===== src/rtl/uart_tx_buf.sv =====
// Buffered 8N1 UART transmitter with a small byte FIFO.
// Define UART_TX_PARITY_EN to insert an even-parity bit.
module uart_tx_buf #(
  parameter int BAUD_RATE  = 19200,
  parameter int CLK_RATE   = 50_000_000,
  parameter int DIV_NUM    = CLK_RATE / BAUD_RATE,
  parameter int FIFO_DEPTH = 4
) (
  input  logic       clk,
  input  logic       rst,
  input  logic       trmt,
  input  logic [7:0] tx_data,
  output logic       TX,
  output logic       busy,
  output logic       full,
  output logic       empty,
  output logic       tx_done
);

  localparam int PW = $clog2(FIFO_DEPTH);
  localparam int CW = PW + 1;
`ifdef UART_TX_PARITY_EN
  localparam int FB = 11;
`else
  localparam int FB = 10;
`endif

  typedef enum logic [1:0] {
    IDLE,
    LOAD,
    SHIFT
  } state_t;

  state_t          state;
  logic [7:0]      mem [FIFO_DEPTH];
  logic [PW-1:0]   wr_ptr;
  logic [PW-1:0]   rd_ptr;
  logic [CW-1:0]   count;
  logic [FB-1:0]   shreg;
  logic [FB-1:0]   frame;
  logic [3:0]      bit_cnt;
  logic [11:0]     baud_cnt;
  logic [7:0]      head;
  logic            push;
  logic            pop;
  logic            bit_end;

  assign full    = (count == CW'(FIFO_DEPTH));
  assign empty   = (count == '0);
  assign push    = trmt & ~full;
  assign pop     = (state == LOAD);
  assign head    = mem[rd_ptr];
  assign bit_end = (baud_cnt == 12'(DIV_NUM - 1));
  // Idle and stop fill are ones, so bit 0 is the line level.
  assign TX      = shreg[0];

`ifdef UART_TX_PARITY_EN
  assign frame = {1'b1, ^head, head, 1'b0};
`else
  assign frame = {1'b1, head, 1'b0};
`endif

  // FIFO storage; a full FIFO drops the incoming byte.
  always_ff @(posedge clk) begin
    if (push)
      mem[wr_ptr] <= tx_data;
  end

  // FIFO pointers and occupancy count.
  always_ff @(posedge clk or posedge rst) begin
    if (rst) begin
      wr_ptr <= '0;
      rd_ptr <= '0;
      count  <= '0;
    end else begin
      if (push)
        wr_ptr <= wr_ptr + PW'(1);
      if (pop)
        rd_ptr <= rd_ptr + PW'(1);
      unique case ({push, pop})
        2'b10:   count <= count + CW'(1);
        2'b01:   count <= count - CW'(1);
        default: count <= count;
      endcase
    end
  end

  // Frame FSM: load head, shift bits, chain frames.
  always_ff @(posedge clk or posedge rst) begin
    if (rst) begin
      state    <= IDLE;
      shreg    <= '1;
      bit_cnt  <= '0;
      baud_cnt <= '0;
      busy     <= 1'b0;
      tx_done  <= 1'b0;
    end else begin
      tx_done <= 1'b0;
      unique case (state)
        IDLE: begin
          if (!empty) begin
            state <= LOAD;
            busy  <= 1'b1;
          end
        end
        LOAD: begin
          shreg    <= frame;
          bit_cnt  <= '0;
          baud_cnt <= '0;
          state    <= SHIFT;
        end
        SHIFT: begin
          if (bit_end) begin
            baud_cnt <= '0;
            shreg    <= {1'b1, shreg[FB-1:1]};
            if (bit_cnt == 4'(FB - 1)) begin
              tx_done <= 1'b1;
              if (!empty) begin
                state <= LOAD;
              end else begin
                state <= IDLE;
                busy  <= 1'b0;
              end
            end else begin
              bit_cnt <= bit_cnt + 4'd1;
            end
          end else begin
            baud_cnt <= baud_cnt + 12'd1;
          end
        end
        default: begin
          state <= IDLE;
          busy  <= 1'b0;
        end
      endcase
    end
  end

endmodule


===== config.mk =====
export PLATFORM = sky130hd
export DESIGN_NAME = uart_tx_buf
export DESIGN_NICKNAME = d
export VERILOG_FILES = /design/src/rtl/uart_tx_buf.sv
export SDC_FILE = /design/constraint.sdc
export NUM_CORES = 1
export LEC_CHECK = 0
export ABC_AREA = 1
export CORE_MARGIN = 2
export CORE_UTILIZATION = 40
export CTS_BUF_LIST = sky130_fd_sc_hd__clkbuf_4 sky130_fd_sc_hd__clkbuf_8
export CTS_CLUSTER_DIAMETER = 100
export DETAILED_ROUTE_END_ITERATION = 8
export PLACE_DENSITY_LB_ADDON = 0.2
export SLEW_MARGIN = 20
export SYNTH_ARGS = -nofsm -noshare
export SYNTH_HDL_FRONTEND = slang
export SYNTH_SLANG_ARGS = --single-unit
export TNS_END_PERCENT = 30

===== constraint.sdc =====
create_clock -name clk -period 2.55 [get_ports clk]
set_clock_uncertainty 0.15 [all_clocks]
set_input_delay 0.765 -clock clk [delete_from_list [all_inputs] [get_ports clk]]
set_output_delay 0.765 -clock clk [all_outputs]
set_load 0.1 [all_outputs]

==> flow_metrics.tcl, run 1 <==
set metrics [dict create \
    async_flop_share_pct 52.9 \
    core_mm2 0.00813 \
    fmax_ghz 0.424 \
    htree_levels 3 \
    antenna_cells 0 \
    die-area_mm2 0.00904 \
    start_util_pct 40.8 \
    post_cts_resized 0 \
    tightest_slew_ns 0.468 \
    ant_nets 0 \
    setup_viol 0 \
    required_ns 1.64 \
    syn_nets 368 \
    fin_nets 395 \
    gp_congestion 0.772 \
    synthCells 344 \
    ys_ff_latch 68 \
    startpoint_type "flop" \
    grt_use_total_pct 14.7 \
    syn_to_final_growth_pct 16.2 \
    drt_iter0_drc 115 \
    grt_use_met2_pct 21.1 \
    rsz0062_at_grt "no" \
    path_cells "nor2_1 -> nand2_1 -> inv_1 -> buf_12" \
    status "finished, final reports clean" \
    ioPinCount 16 \
    grt_pass1_wl_um 10000 \
    synth-edff-count 32 \
    first_pass_iters 4 \
    grt_busiest_layer "met2" \
    vias_per_cell 4.79 \
    grt_pass1_vias 2112 \
    portBuffers 15 \
    cts_buffer_depth 2 \
    cts_root_buffer "clkbuf_8" \
    seq_area_frac_synth_pct 56.5 \
    period_share_pct 92.4 \
    fillers 766 \
    drc 0 \
    hold_viol_final 0 \
    synth_area_mm2 0.00332 \
    tritoncts "built" \
    drive_gt1_share_pct 17.3 \
    max_cap_viol_count 0 \
    netlist_top_cells_count "nand2_1, inv_1, nand3_1, edfxtp_1, dfrtp_1" \
    final_core_util_pct 47.4 \
    worstPathArrival_ns 1.44 \
    grt_max_degree 37 \
    max_stage_delay_ns 0.42 \
    period_needed_ns 2.36 \
    synth_ff_type "edfxtp_1" \
    wl_per_cell_um 12.5 \
    dp_hpwl_um 4210 \
    slew_violations 0 \
    die_w_um 95.1 \
    slew_headroom_pct 68.8 \
    synth_largest_area_cell "edfxtp_1" \
    cts_sinks 68 \
    num_rows 33 \
    grtUsageMet1_pct 21.0 \
    antenna_found_initial 0 \
    slowest_stage "dfrtp_1" \
    ys_types 35 \
    drt_wl_total_um 6040 \
    hold_buffers 0 \
    pwr_density_cell_mw_per_mm2 731 \
    grt_use_met3_pct 4.27 \
    crit_fanout 3 \
    die-height_um 95.1 \
    synth.most_common_cell "nand2_1" \
    yosys.area.top_type_share_pct 29.0 \
    synth_area_leaders "edfxtp_1, dfrtp_1, nand2_1" \
    clkTransAtPathRegs_ns 0.08 \
    numCtsBuffers 9 \
    cts_setup_buffers 0 \
    crit_type "flop to primary output" \
    holdPathStages 2 \
    num_vias 2303 \
    overflow 0 \
    ys_warn_count 0 \
    insertion_delay_ns 0.36 \
    endpoint_kind "primary output" \
    r2r_cells 8 \
    final.setup.tns_ns 0 \
    syn_avg_cell_area_um2 9.64 \
    hold_class "flop to flop" \
    leakagePower_nw 1.71 \
    ir_drop_uv 944 \
]
report_power, final:
group	internal (mW)	switching, mW
Sequential	1.30	0.0487
Combinational	0.185	0.339
Clock	0.468	0.475
through the flow:
step           cells  power [mW]  worst slack (ns)  hold slack, ns  area, um2
2_1_floorplan    344        1.71             0.237           0.304       3320
3_3_place_gp     465        1.89            0.0243           0.310       3650
3_5_place_dp     465        1.90            0.0271           0.316       3650
4_1_cts          481        2.85             0.171           0.337       3850
5_1_grt          481        2.96            0.0957           0.357       3850
6_report         481        2.82             0.193           0.331       3850
logic make-up after synthesis:
family,Yosys count,synth area share (%)
AND/OR/NAND/NOR,163,23.0
flip-flops,68,56.5
buffers and inverters,54,6.75
AO/OA/AOI/OAI,37,6.22
adder cells (fa/ha/maj),13,5.13
XOR/XNOR,9,2.38
placed cells by master, fill, tap and decap left out, drive strengths merged, types with 2 or more instances in the layout:
master         count
clkinv             5
dfstp              9
a21oi              6
nand4              8
edfxtp            32
o21ai             27
nor3               2
buf               15
clkdlybuf4s50     10
o21bai             2
clkbuf             9
nor2              29
inv               46
nand3             37
dfrtp             27
xor2               7
ha                12
nand2             83
xnor2              2
area by class of cell:
cell class / instances / area, um2 / share of cell area [%]
sequential: 68 / 1870 / 48.6
multi-input combinational: 222 / 1220 / 31.7
timing repair buffer: 25 / 250 / 6.49
inverter: 45 / 169 / 4.38
tap: 105 / 131 / 3.41
clock buffer: 9 / 124 / 3.21
clock inverter: 7 / 85.1 / 2.21
layer usage:
layer  vias up  wire (um)
li1       1187          -
met1      1074       3130
met2        33       2600
met3         9        187
met4         0        115
met5         -          0
state kept, by name, indices dropped and copies added, names as in the netlist:
name / count
busy: 1
shreg: 9
mem: 32
rd_ptr: 2
baud_cnt: 12
bit_cnt: 4
state: 2
wr_ptr: 2
tx_done: 1
count: 3
path summary, 6_finish.rpt:
check | slack (ns) | to | startpoint
setup / recovery | 0.19 | empty | count[0]
hold / removal | 0.33 | busy | busy
setup reg to reg | 0.43 | count[2] | state[1]
hold reg to reg | 0.33 | busy | busy
max in group asynchronous | 1.23 | shreg[2] | rst
min in group asynchronous | 0.67 | bit_cnt[2] | rst
critical path, delay by kind of cell, from the launching register on:
kind                   cells  cell delay, ns
flip-flops                 1            0.42
buffers and inverters      2            0.34
AND/OR/NAND/NOR            2            0.33
No activity file was read; power rests on OpenSTA's default activity.
==> inputs of run 2 (changes only) <==
Clock period 2.55 ns to 2.2 ns, I/O delays scaled along.
==> run 2 against run 1 <==
Against the previous run:
- combinational power is 37% higher
- non-clock buffer count is 9 higher
- routed wire length is 0.91% higher
==> flow_metrics.tcl, run 2 (synthesized netlist as in run 1, its figures left out) <==
set metrics [dict create \
    leakagePower_nw 1.77 \
    cts_sinks 68 \
    placedCellCount 471 \
    numCtsBuffers 9 \
    num_rows 33 \
    syn_to_final_growth_pct 20.4 \
    endpoint_kind "primary output" \
    fin_area_mm2 0.00399 \
    largest_registers "mem x32, baud_cnt x12, shreg x9" \
    fillers 723 \
    layout_commonest_cell "nand2_1" \
    path_cells "nor2_2 -> buf_4 -> nand2_4 -> inv_4 -> buf_12" \
    reg2reg_from "count[1]" \
    final_core_util_pct 49.1 \
    drc 0 \
    crit_buf_inv 3 \
    ir_drop_uv 770 \
    clkPwrFrac_pct 33.5 \
    num_vias 2362 \
    path_delay_family "flip-flops" \
    die-area_mm2 0.00904 \
    ant_nets 0 \
    die-height_um 95.1 \
    stdcell_count 490 \
    max_stage_delay_ns 0.40 \
    post_dp_cell_area_mm2 0.00373 \
    slowest_stage "dfrtp_1" \
    largest_register_ff_count 32 \
    tritoncts "built" \
    clkTransAtPathRegs_ns 0.08 \
    mostFrequentLayoutCells "nand2_1, inv_1, nand3_1, edfxtp_1, dfrtp_1" \
    die_w_um 95.1 \
    ioPinCount 16 \
    rsz0062_at_grt "no" \
    switching_power_mw 0.998 \
    grt_pass1_wl_um 10500 \
    period_needed_ns 2.12 \
    portBuffers 15 \
    core_mm2 0.00813 \
    status "finished, final reports clean" \
    start_util_pct 40.8 \
    setup_ws_ns 0.0822 \
    setup_viol 0 \
    insertion_delay_ns 0.34 \
    swShare_pct 29.1 \
    worstPathArrival_ns 1.31 \
    antenna_cells 0 \
    cts_buffer_depth 2 \
    grt_use_total_pct 15.4 \
    fin_nets 404 \
    power_frac_comb_pct 20.9 \
    grt_max_degree 37 \
    hold_viol_final 0 \
    fmax_ghz 0.472 \
    slew_headroom_pct 76.4 \
    max_cap_viol_count 0 \
    first_pass_iters 4 \
    pwr_density_cell_mw_per_mm2 859 \
    overflow 0 \
    wl_per_cell_um 12.4 \
    cts_root_buffer "clkbuf_8" \
    power_mw 3.43 \
    crit_start "count[1]" \
    crit_type "flop to primary output" \
    crit_fanout 3 \
    period_share_pct 96.3 \
    min_from "shreg[4]" \
    required_ns 1.39 \
    drt_wl_total_um 6090 \
    tightest_slew_ns 0.354 \
    slew_violations 0 \
    drive_gt1_share_pct 20.0 \
    final.setup.tns_ns 0 \
    drt_iter0_drc 85 \
    pwr-share-seq_pct 45.6 \
    dp_hpwl_um 4220 \
    whs_ns 0.329 \
    vias_per_cell 4.82 \
    antenna_found_initial 0 \
    grt_pass1_vias 2204 \
    gp_congestion 0.767 \
    hold_class "flop to flop" \
    p_int_mw 2.43 \
    startpoint_type "flop" \
    largest_register "mem" \
    pre_cts_slack_ns -0.215 \
    htree_levels 3 \
]
==> run 2: repair_timing <==
item                       CTS  global route
gates resized for setup      3             2
hold buffers                 0             0
pin swaps                    1             1
buffers inserted             1             2
setup endpoints to repair    1             1
==> run 2: path summary, 6_finish.rpt <==
path	to	slack (ns)	cells after the start
min in group asynchronous	baud_cnt[8]	0.52	3
min reg2reg	shreg[4]	0.33	2
max reg2reg	count[2]	0.18	9
min	shreg[4]	0.33	2
max in group asynchronous	shreg[7]	1.13	3
max	empty	0.08	5
==> run 2: routing by layer <==
layer,up-vias,GRT usage [%],part of all wire [%]
met5,-,0,0
met4,0,5.80,1.6
met3,11,3.95,3.9
met2,31,22.9,44
met1,1123,21.7,51
li1,1197,-,-
==> run 2: area by class of cell <==
type / instances / area [um2] / share of cell area, %
Timing Repair Buffer: 34 / 355 / 8.90
Sequential cell: 68 / 1870 / 46.9
Tap cell: 105 / 131 / 3.29
Clock inverter: 7 / 100 / 2.51
Clock buffer: 9 / 124 / 3.10
Inverter: 45 / 171 / 4.29
Multi-Input combinational cell: 222 / 1240 / 31.0
==> run 2: worst min-delay path: stages (launching register included) <==
cell     delay (ns)
dfstp_2        0.36
inv_1          0.05
o21ai_1        0.06
==> run 2: power by group through the flow <==
stage | Combinational, mW | Clock (mW) | Sequential [mW]
global route | 0.793 | 1.23 | 1.58
global placement | 0.642 | 0 | 1.59
CTS | 0.689 | 1.18 | 1.57
finish | 0.716 | 1.15 | 1.56
detailed placement | 0.657 | 0 | 1.59
floorplan | 0.412 | 0 | 1.58
